--- src/rtl/encoder_sequencer_if.sv ---
// encoder_sequencer_if
//   Handshake bundle between the encoder round/stage sequencer and the
//   slice stages it drives.
//
//   Parameter:
//     NUM_STAGES  width of the per-stage start/done vectors
//
//   Signals:
//     start        run request (into the sequencer)
//     stage_done   per-stage Done, bit i from stage i (into the sequencer)
//     ready        sequencer idle
//     done         one-cycle run-complete pulse
//     stage_start  one-hot start pulse to the current stage
//     stage_index  current stage number
//     round_index  current round number
//     buf_sel      ping-pong page the current stage reads
//     err          sticky watchdog error
//
//   Modports:
//     master  the sequencer
//     slave   the stage side / run requester
interface encoder_sequencer_if #(
  parameter int NUM_STAGES = 5
);
  logic                  start;
  logic [NUM_STAGES-1:0] stage_done;
  logic                  ready;
  logic                  done;
  logic [NUM_STAGES-1:0] stage_start;
  logic [2:0]            stage_index;
  logic [4:0]            round_index;
  logic                  buf_sel;
  logic                  err;

  modport master (
    input  start, stage_done,
    output ready, done, stage_start, stage_index, round_index, buf_sel, err
  );

  modport slave (
    output start, stage_done,
    input  ready, done, stage_start, stage_index, round_index, buf_sel, err
  );
endinterface

--- src/rtl/encoder_sequencer.sv ---
// encoder_sequencer
//   Round/stage controller for the encoder. Launches the per-round slice
//   stages in order for NUM_ROUNDS rounds using each stage's start/Done
//   handshake, flips the ping-pong page buffer after every completed stage
//   and reports the current round and stage indices.
//
//   Parameters:
//     NUM_STAGES  stages per round (1..8)
//     NUM_ROUNDS  rounds per run (1..32)
//     TIMEOUT     watchdog limit in WAIT cycles (2..65535)
//
//   Ports:
//     clk    sole clock, rising edge
//     reset  synchronous, active-high; returns the block to IDLE
//     bus    encoder_sequencer_if.master (start, stage_done in;
//            ready, done, stage_start, stage_index, round_index,
//            buf_sel, err out)
//
//   Optional feature:
//     SEQ_TIMEOUT_EN  when defined, adds a 16-bit WAIT watchdog and a
//                     sticky ERR state left only by reset. When undefined,
//                     WAIT waits indefinitely and err is tied 0.
//
//   Every output is decoded from registered state; there is no
//   combinational path from start/stage_done to any output.
module encoder_sequencer #(
  parameter int NUM_STAGES = 5,
  parameter int NUM_ROUNDS = 24,
  parameter int TIMEOUT    = 4096
) (
  input  logic                clk,
  input  logic                reset,
  encoder_sequencer_if.master bus
);

  localparam logic [2:0] ST_IDLE   = 3'd0;
  localparam logic [2:0] ST_LAUNCH = 3'd1;
  localparam logic [2:0] ST_WAIT   = 3'd2;
  localparam logic [2:0] ST_FINISH = 3'd3;
`ifdef SEQ_TIMEOUT_EN
  localparam logic [2:0] ST_ERR    = 3'd4;
  // Last watchdog value that still allows another WAIT cycle; the miss
  // taken at this value is the TIMEOUT-th one.
  localparam logic [15:0] WD_LAST  = 16'(TIMEOUT - 1);
`endif

  localparam logic [2:0] LAST_STAGE = 3'(NUM_STAGES - 1);
  localparam logic [4:0] LAST_ROUND = 5'(NUM_ROUNDS - 1);

  generate
    if (NUM_STAGES < 1 || NUM_STAGES > 8 || NUM_ROUNDS < 1 || NUM_ROUNDS > 32 ||
        TIMEOUT < 2 || TIMEOUT > 65535) begin : g_bad_params
      $error("encoder_sequencer: parameter out of legal range");
    end
  endgenerate

  logic [2:0] state_q, state_d;
  logic [2:0] stage_q, stage_d;
  logic [4:0] round_q, round_d;
  logic       buf_q,   buf_d;
`ifdef SEQ_TIMEOUT_EN
  logic [15:0] wd_q, wd_d;
`endif

  // One-hot decode of the current stage; used both to select the Done bit
  // being waited on and to steer the start pulse.
  logic [NUM_STAGES-1:0] stage_hit;
  logic                  cur_done;

  generate
    for (genvar gi = 0; gi < NUM_STAGES; gi++) begin : g_stage
      assign stage_hit[gi]       = (stage_q == 3'(gi));
      assign bus.stage_start[gi] = (state_q == ST_LAUNCH) && stage_hit[gi];
    end
  endgenerate

  // Only the Done of the stage being waited on counts; all others are stray.
  assign cur_done = |(bus.stage_done & stage_hit);

  always_comb begin
    state_d = state_q;
    stage_d = stage_q;
    round_d = round_q;
    buf_d   = buf_q;
`ifdef SEQ_TIMEOUT_EN
    wd_d    = wd_q;
`endif
    case (state_q)
      ST_IDLE: begin
        if (bus.start) begin
          stage_d = 3'd0;
          round_d = 5'd0;
          buf_d   = 1'b0;
          state_d = ST_LAUNCH;
        end
      end
      ST_LAUNCH: begin
        // Done in the launch cycle is deliberately not looked at.
        state_d = ST_WAIT;
`ifdef SEQ_TIMEOUT_EN
        wd_d    = 16'd0;
`endif
      end
      ST_WAIT: begin
        if (cur_done) begin
          // The finished stage wrote the other page; it becomes the source.
          buf_d = ~buf_q;
          if (stage_q < LAST_STAGE) begin
            stage_d = stage_q + 3'd1;
            state_d = ST_LAUNCH;
          end else if (round_q < LAST_ROUND) begin
            stage_d = 3'd0;
            round_d = round_q + 5'd1;
            state_d = ST_LAUNCH;
          end else begin
            stage_d = 3'd0;
            round_d = 5'd0;
            state_d = ST_FINISH;
          end
        end
`ifdef SEQ_TIMEOUT_EN
        // A Done arriving on the final allowed cycle wins over the timeout.
        else if (wd_q == WD_LAST) begin
          state_d = ST_ERR;
        end else begin
          wd_d = wd_q + 16'd1;
        end
`endif
      end
      ST_FINISH: begin
        // buf_sel is held so it names the page holding the final result.
        state_d = ST_IDLE;
      end
`ifdef SEQ_TIMEOUT_EN
      ST_ERR: begin
        state_d = ST_ERR;
      end
`endif
      default: begin
        state_d = ST_IDLE;
      end
    endcase
  end

  always_ff @(posedge clk) begin
    if (reset) begin
      state_q <= ST_IDLE;
      stage_q <= 3'd0;
      round_q <= 5'd0;
      buf_q   <= 1'b0;
`ifdef SEQ_TIMEOUT_EN
      wd_q    <= 16'd0;
`endif
    end else begin
      state_q <= state_d;
      stage_q <= stage_d;
      round_q <= round_d;
      buf_q   <= buf_d;
`ifdef SEQ_TIMEOUT_EN
      wd_q    <= wd_d;
`endif
    end
  end

  assign bus.ready       = (state_q == ST_IDLE);
  assign bus.done        = (state_q == ST_FINISH);
  assign bus.stage_index = stage_q;
  assign bus.round_index = round_q;
  assign bus.buf_sel     = buf_q;
`ifdef SEQ_TIMEOUT_EN
  assign bus.err         = (state_q == ST_ERR);
`else
  assign bus.err         = 1'b0;
`endif

endmodule

--- src/flat_wrapper.sv ---
// flat-port wrapper written by rule: the top's interface ports become plain ports
module encoder_sequencer_flat 
#(
  parameter int NUM_STAGES = 5,
  parameter int NUM_ROUNDS = 24,
  parameter int TIMEOUT    = 4096
)
  (clk, reset, bus_start, bus_stage_done, bus_ready, bus_done, bus_stage_start, bus_stage_index, bus_round_index, bus_buf_sel, bus_err);
  encoder_sequencer_if #(.NUM_STAGES(NUM_STAGES)) bus_i ();
  input  logic clk;
  input  logic reset;
  input wire logic [$bits(bus_i.start)-1:0] bus_start;
  input wire logic [$bits(bus_i.stage_done)-1:0] bus_stage_done;
  output wire logic [$bits(bus_i.ready)-1:0] bus_ready;
  output wire logic [$bits(bus_i.done)-1:0] bus_done;
  output wire logic [$bits(bus_i.stage_start)-1:0] bus_stage_start;
  output wire logic [$bits(bus_i.stage_index)-1:0] bus_stage_index;
  output wire logic [$bits(bus_i.round_index)-1:0] bus_round_index;
  output wire logic [$bits(bus_i.buf_sel)-1:0] bus_buf_sel;
  output wire logic [$bits(bus_i.err)-1:0] bus_err;
  assign bus_i.start = bus_start;
  assign bus_i.stage_done = bus_stage_done;
  assign bus_ready = bus_i.ready;
  assign bus_done = bus_i.done;
  assign bus_stage_start = bus_i.stage_start;
  assign bus_stage_index = bus_i.stage_index;
  assign bus_round_index = bus_i.round_index;
  assign bus_buf_sel = bus_i.buf_sel;
  assign bus_err = bus_i.err;
  encoder_sequencer #(.NUM_STAGES(NUM_STAGES), .NUM_ROUNDS(NUM_ROUNDS), .TIMEOUT(TIMEOUT)) u_core (.clk(clk), .reset(reset), .bus(bus_i));
endmodule
--- config.mk ---
export PLATFORM = sky130hd
export DESIGN_NAME = encoder_sequencer_flat
export DESIGN_NICKNAME = d
export VERILOG_FILES = /design/src/rtl/encoder_sequencer_if.sv /design/src/rtl/encoder_sequencer.sv /design/src/flat_wrapper.sv
export SDC_FILE = /design/constraint.sdc
export NUM_CORES = 1
export LEC_CHECK = 0
export ABC_CLOCK_PERIOD_IN_PS = 1950
export CAP_MARGIN = 0
export CELL_PAD_IN_SITES_DETAIL_PLACEMENT = 1
export CELL_PAD_IN_SITES_GLOBAL_PLACEMENT = 1
export CORE_MARGIN = 2
export CORE_UTILIZATION = 31
export DETAILED_ROUTE_END_ITERATION = 10
export PLACE_DENSITY = 0.85
export SLEW_MARGIN = 40
export SYNTH_ARGS = -nofsm -noshare
export SYNTH_HDL_FRONTEND = slang
export SYNTH_SLANG_ARGS = --single-unit
--- constraint.sdc ---
create_clock -name clk -period 1.95 [get_ports clk]
set_input_delay 0.39 -clock clk [delete_from_list [all_inputs] [get_ports clk]]
set_output_delay 0.39 -clock clk [all_outputs]
set_load 0.05 [all_outputs]
**Word level (Yosys, flattened, before mapping)**

Cells that the tools add are included.

- Bitwise operators: 2
- Eq/ne operators: 10
- $lt $le $gt $ge: 2
- Multiplexer cells: 17
- Reductions and logical operators: 12
- Add/sub/neg operators: 2

Operators with widths:

| kind | number |
|---|---|
| 5-bit 2-to-1 mux | 4 |
| 3-bit 2-to-1 mux | 6 |
| 3-bit by 2-bit == test with 1-bit output, second input constant | 4 |
| 5-bit case mux with 2 select lines | 1 |
| 3-bit case mux with 3 select lines | 1 |
| 3-bit by 1-bit == test with 1-bit output, second input constant | 2 |
| 3-bit logical NOT | 2 |
| 3-bit case mux with 2 select lines | 1 |
| 5-bit by 1-bit adder with 5-bit output, second input constant | 1 |
| 5-bit bitwise AND | 1 |
| 1-bit logical AND | 5 |
| 5-bit < comparator, second input constant | 1 |
| 5-bit OR reduction | 1 |
| 2-bit != test, second input constant | 2 |
| 4-bit AND reduction | 1 |
| 3-bit by 1-bit adder with 3-bit output, second input constant | 1 |
| 3-bit == test, second input constant | 1 |
| 3-bit < comparator, second input constant | 1 |
| 3-bit AND reduction | 1 |
| 1-bit 2-to-1 mux | 2 |
| 2-bit 2-to-1 mux | 1 |
| 2-bit by 1-bit != test with 1-bit output, second input constant | 1 |
| 1-bit case mux with 2 select lines | 1 |
| 2-bit AND reduction | 1 |
| 2 further kinds | 2 |

- Register bits after elaboration: 12
- Word-level logic and storage cells: 49
- Output and inout port bits: 17
- Input port bits: 8

**Longest topological paths before layout**

- Word-level depth: 5
- Mapped depth: 6
- Depth with buffers taken out: 6

**Worst setup path after synthesis**

OpenSTA, ideal clock, no wires.

- Path kind: register to output
- From: register u_core.stage_q[0] (netlist: u_core.bus.stage_index[0])
- To: output port bus_stage_start[4]
- Buffers on the path: 0
- Path slack: 0.002 ns
- Data arrival time: 1.558 ns
- Data required time: 1.560 ns
- Cell stages (with the launch flop): 5
- Path through: dfxtp_1 inv_1 ha_1 nand2_1 nor2_1

- Longest elaborated chain between the ends: 2

Ends and longest elaborated chain:

| what | RTL line | RTL |
|---|---|---|
| start, declared | encoder_sequencer.sv:58 | `logic [2:0] stage_q, stage_d;` |
| start signal, assigned | encoder_sequencer.sv:156 | `stage_q <= stage_d;` |
| 3-bit == test | encoder_sequencer.sv:72 | `assign stage_hit[gi] = (stage_q == 3'(gi));` |
| 1-bit logical AND | encoder_sequencer.sv:73 | `assign bus.stage_start[gi] = (state_q == ST_LAUNCH) && stage_hit[gi];` |
| end, declared | flat_wrapper.sv:16 | `output wire logic [$bits(bus_i.stage_start)-1:0] bus_stage_start;` |

Every way passes these cells.

**Worst setup path after layout**

- From: register u_core.buf_q (netlist: u_core.bus.buf_sel)
- To: output port bus_buf_sel

RTL lines:

| what | RTL line | RTL |
|---|---|---|
| start, declared | encoder_sequencer.sv:60 | `logic buf_q, buf_d;` |
| start signal, assigned | encoder_sequencer.sv:158 | `buf_q <= buf_d;` |
| end, declared | flat_wrapper.sv:19 | `output wire logic [$bits(bus_i.buf_sel)-1:0] bus_buf_sel;` |

No word-level cell between the ends.

==> metrics.txt <==
status finished clean; DR DRC count 0; PortBufs 23; GPL Wtd Cong 0.731; FP Rows 17; worst vdd ir 0.000214 V; setup tns final 0 ps; Routed WL 2130 um; Worst path top cell family by delay buffers and inverters; Synth area leader dfxtp_1; Critical Path Sink Type output pin; post-synthesis sequential area ratio 30.6%; clock root buffer clkbuf_4; number of global-route vias before repair 714; GR Util met1 22.1%; R2R Setup Slk 160 ps; Reg-to-Reg Start u_core.bus.stage_index[0]$_SDFFE_PP0P_; Final HPWL DP 1580 um; Leak 0.413 nW; DP Area 982 sq um; slowest stage delay, CP 820 ps; crit path buf inv count 1; worst hold stages 2; Synth Instances 88; Area Growth Syn to Fin 43.1%; crit path cell chain clkdlybuf4s50_1; setup violators final 0; Hold Startpoint u_core.bus.round_index[3]$_SDFFE_PP0P_; die area 2720 sq um; Hold Path End u_core.bus.round_index[3]$_SDFFE_PP0P_; ant diodes 0; synthesized area 719 sq um; via count 744; Final period util 96.7%; post-route cell area 1030 sq um; initial detailed-routing violation count 9; Routed Antenna Nets 0; drt wl/cell 15.2 um; RSZ-0062 raised after global routing no; vias per cell 5.31; die height 52.2 um; maximum clock frequency 530 MHz; largest net degree at the start of global routing 12; number of synthesized flops with an enable pin 0; critical setup path kind reg -> out; Power Total 537 uW; Nets 126; met3 usage 1.71%; Reg2Reg Capture Point u_core.bus.stage_index[2]$_SDFFE_PP0P_; fill cell count 267; first-pass GRT wire length 3430 um; Arrival @ worst endpoint 1500 ps; clock tree buffer depth 2; area of the core 2210 sq um; syn_area_per_cell 8.18 sq um; GRT overflow 0; power density cells 522 nW/um^2; clock skew 6.35 ps; gr busiest metal met2; Syn Nets 101; DIE WIDTH 52.2 um; # IOs 25; post-synth top area share 30.6%; Final Hold Fails 0; slowest CP cell clkdlybuf4s50_1; drt pass-1 iters 6; max_cap viols 0; Primary FF master, synth dfxtp_1; share of async-settable or async-resettable flops after synthesis 0%; yosys warns 0; All-Layer GR Usage 17.0%; post-synthesis register bit count 11; share of cells above drive strength 1 28.6%; Netlist cell types 34; clk_lat worst skew 290 ps; initial antenna violation count 0; total CTS buffers 3; WP data required 1560 ps; CTS tree done; clock-pin slew on the worst setup and hold paths 80 ps; clk sink count 11; worst hold path type reg -> reg; synth top area cells dfxtp_1 (31%), ha_1 (8.7%), a21oi_1 (7.7%), and2_1 (4.3%), mux2i_1 (4.2%); met2 Track Usage GR 28.3%; min cycle time layout 1890 ps; CP Launch Type register; H-tree depth 1; final slew viol count 0; Register-to-Register Path Depth 7; Initial Util 32.5%; Worst Path Max Fanout 3
==> per-stage QoR <==
stage	instances	hold WS (ps)	setup slack, ps	utilization (%)
after global placement	135	491	56.1	44.4
after global routing	140	548	2.20	46.5
after floorplan	88	623	1.87	-
final	140	519	63.4	46.5
after detailed placement	135	510	-6.76	44.4
after CTS	139	524	41.0	45.7
==> cell type report <==
type                    count  area [sq um]  share of cell area [%]
multi-input cells          69           463                    45.0
repair buffers             25           270                    26.2
flip-flops and latches     11           223                    21.6
well taps                  28          35.0                    3.40
clock buffers               3          22.5                    2.19
inverters                   3          11.3                    1.09
clock inverters             1          5.00                   0.486
==> timing repair <==
action                     CTS  global route
resized for setup            1             4
hold buffers                 0             0
setup endpoints to repair    1             9
pin swaps                    0             1
setup buffers                0             1
==> cells in the final DEF (no fill, tap or decap), types with 5 or more instances in the layout <==
cell	netlist	routed
dfxtp_1	11	9
buf_12	0	5
ha_1	5	5
nor2_1	7	5
and2_1	5	5
buf_4	2	12
clkdlybuf4s50_1	0	8
nand3_1	5	5
a21oi_1	11	11
nand2_1	7	7
==> metal layers <==
layer / up-vias / wire length (um)
li1: 360 / -
met1: 367 / 1010
met2: 12 / 1040
met3: 5 / 42
met4: 0 / 42
met5: - / 0
==> worst reg2reg max path, cell delays in order, from the launching register on <==
cell and delay, ps:
dfxtp_1 430, inv_1 100, ha_1 270, a222oi_1 270, buf_4 190, nand3_1 80
nand2_2 160, mux2i_1 210
==> how the worst max path moves through the flow <==
stage	startpoint	to	slack, ps	depth (start not counted)
floorplan	u_core.bus.stage_index[0]$_SDFFE_PP0P_	bus_stage_start[4]	2	4
global placement	bus_stage_done[4]	u_core.bus.buf_sel$_SDFFE_PP0P_	60	5
detailed placement	bus_stage_done[4]	u_core.bus.buf_sel$_SDFFE_PP0P_	-7	5
CTS	u_core.state_q[1]$_SDFFE_PP0P_	bus_stage_start[3]	40	4
global route	u_core.state_q[0]$_SDFFE_PP0P_	bus_stage_start[0]	2	4
finish	u_core.bus.buf_sel$_SDFFE_PP0P_	bus_buf_sel	60	1
==> cell families (layout without fill, tap and decap cells) <==
family                     count (synthesis)  count (layout)  share of synthesized area [%]
AOI/OAI and AO/OA                         23              23                           20.5
adders and majority gates                  5               5                           8.70
buffers and inverters                      8              32                           6.43
DFF                                       11              11                           30.6
muxes                                      3               3                           4.17
other                                      1               1                          0.521
and+or+nand+nor                           37              37                           29.0
==> synth_stat cells (2+ instances only) <==
cell / number
o21ai_0: 3
nand3b_1: 2
and2_1: 5
a21o_2: 2
mux2i_1: 3
ha_1: 5
nand2_1: 7
a211oi_1: 2
a21oi_1: 11
nor2_1: 7
dfxtp_1: 11
buf_4: 2
inv_1: 3
nand3_1: 5
==> state kept, by name, summed over array words and instances (netlist names) <==
signal,count
u_core.state_q,2
u_core.bus.stage_index,3
u_core.bus.round_index,5
u_core.bus.buf_sel,1
==> report_power, final <==
| group | switching, mW | internal [mW] | leakage (nW) |
|---|---|---|---|
| registers | 0.00991 | 0.230 | 0.0898 |
| logic | 0.0746 | 0.0528 | 0.306 |
| clock network | 0.0932 | 0.0763 | 0.0177 |
No activity file was read; power rests on OpenSTA's default activity.
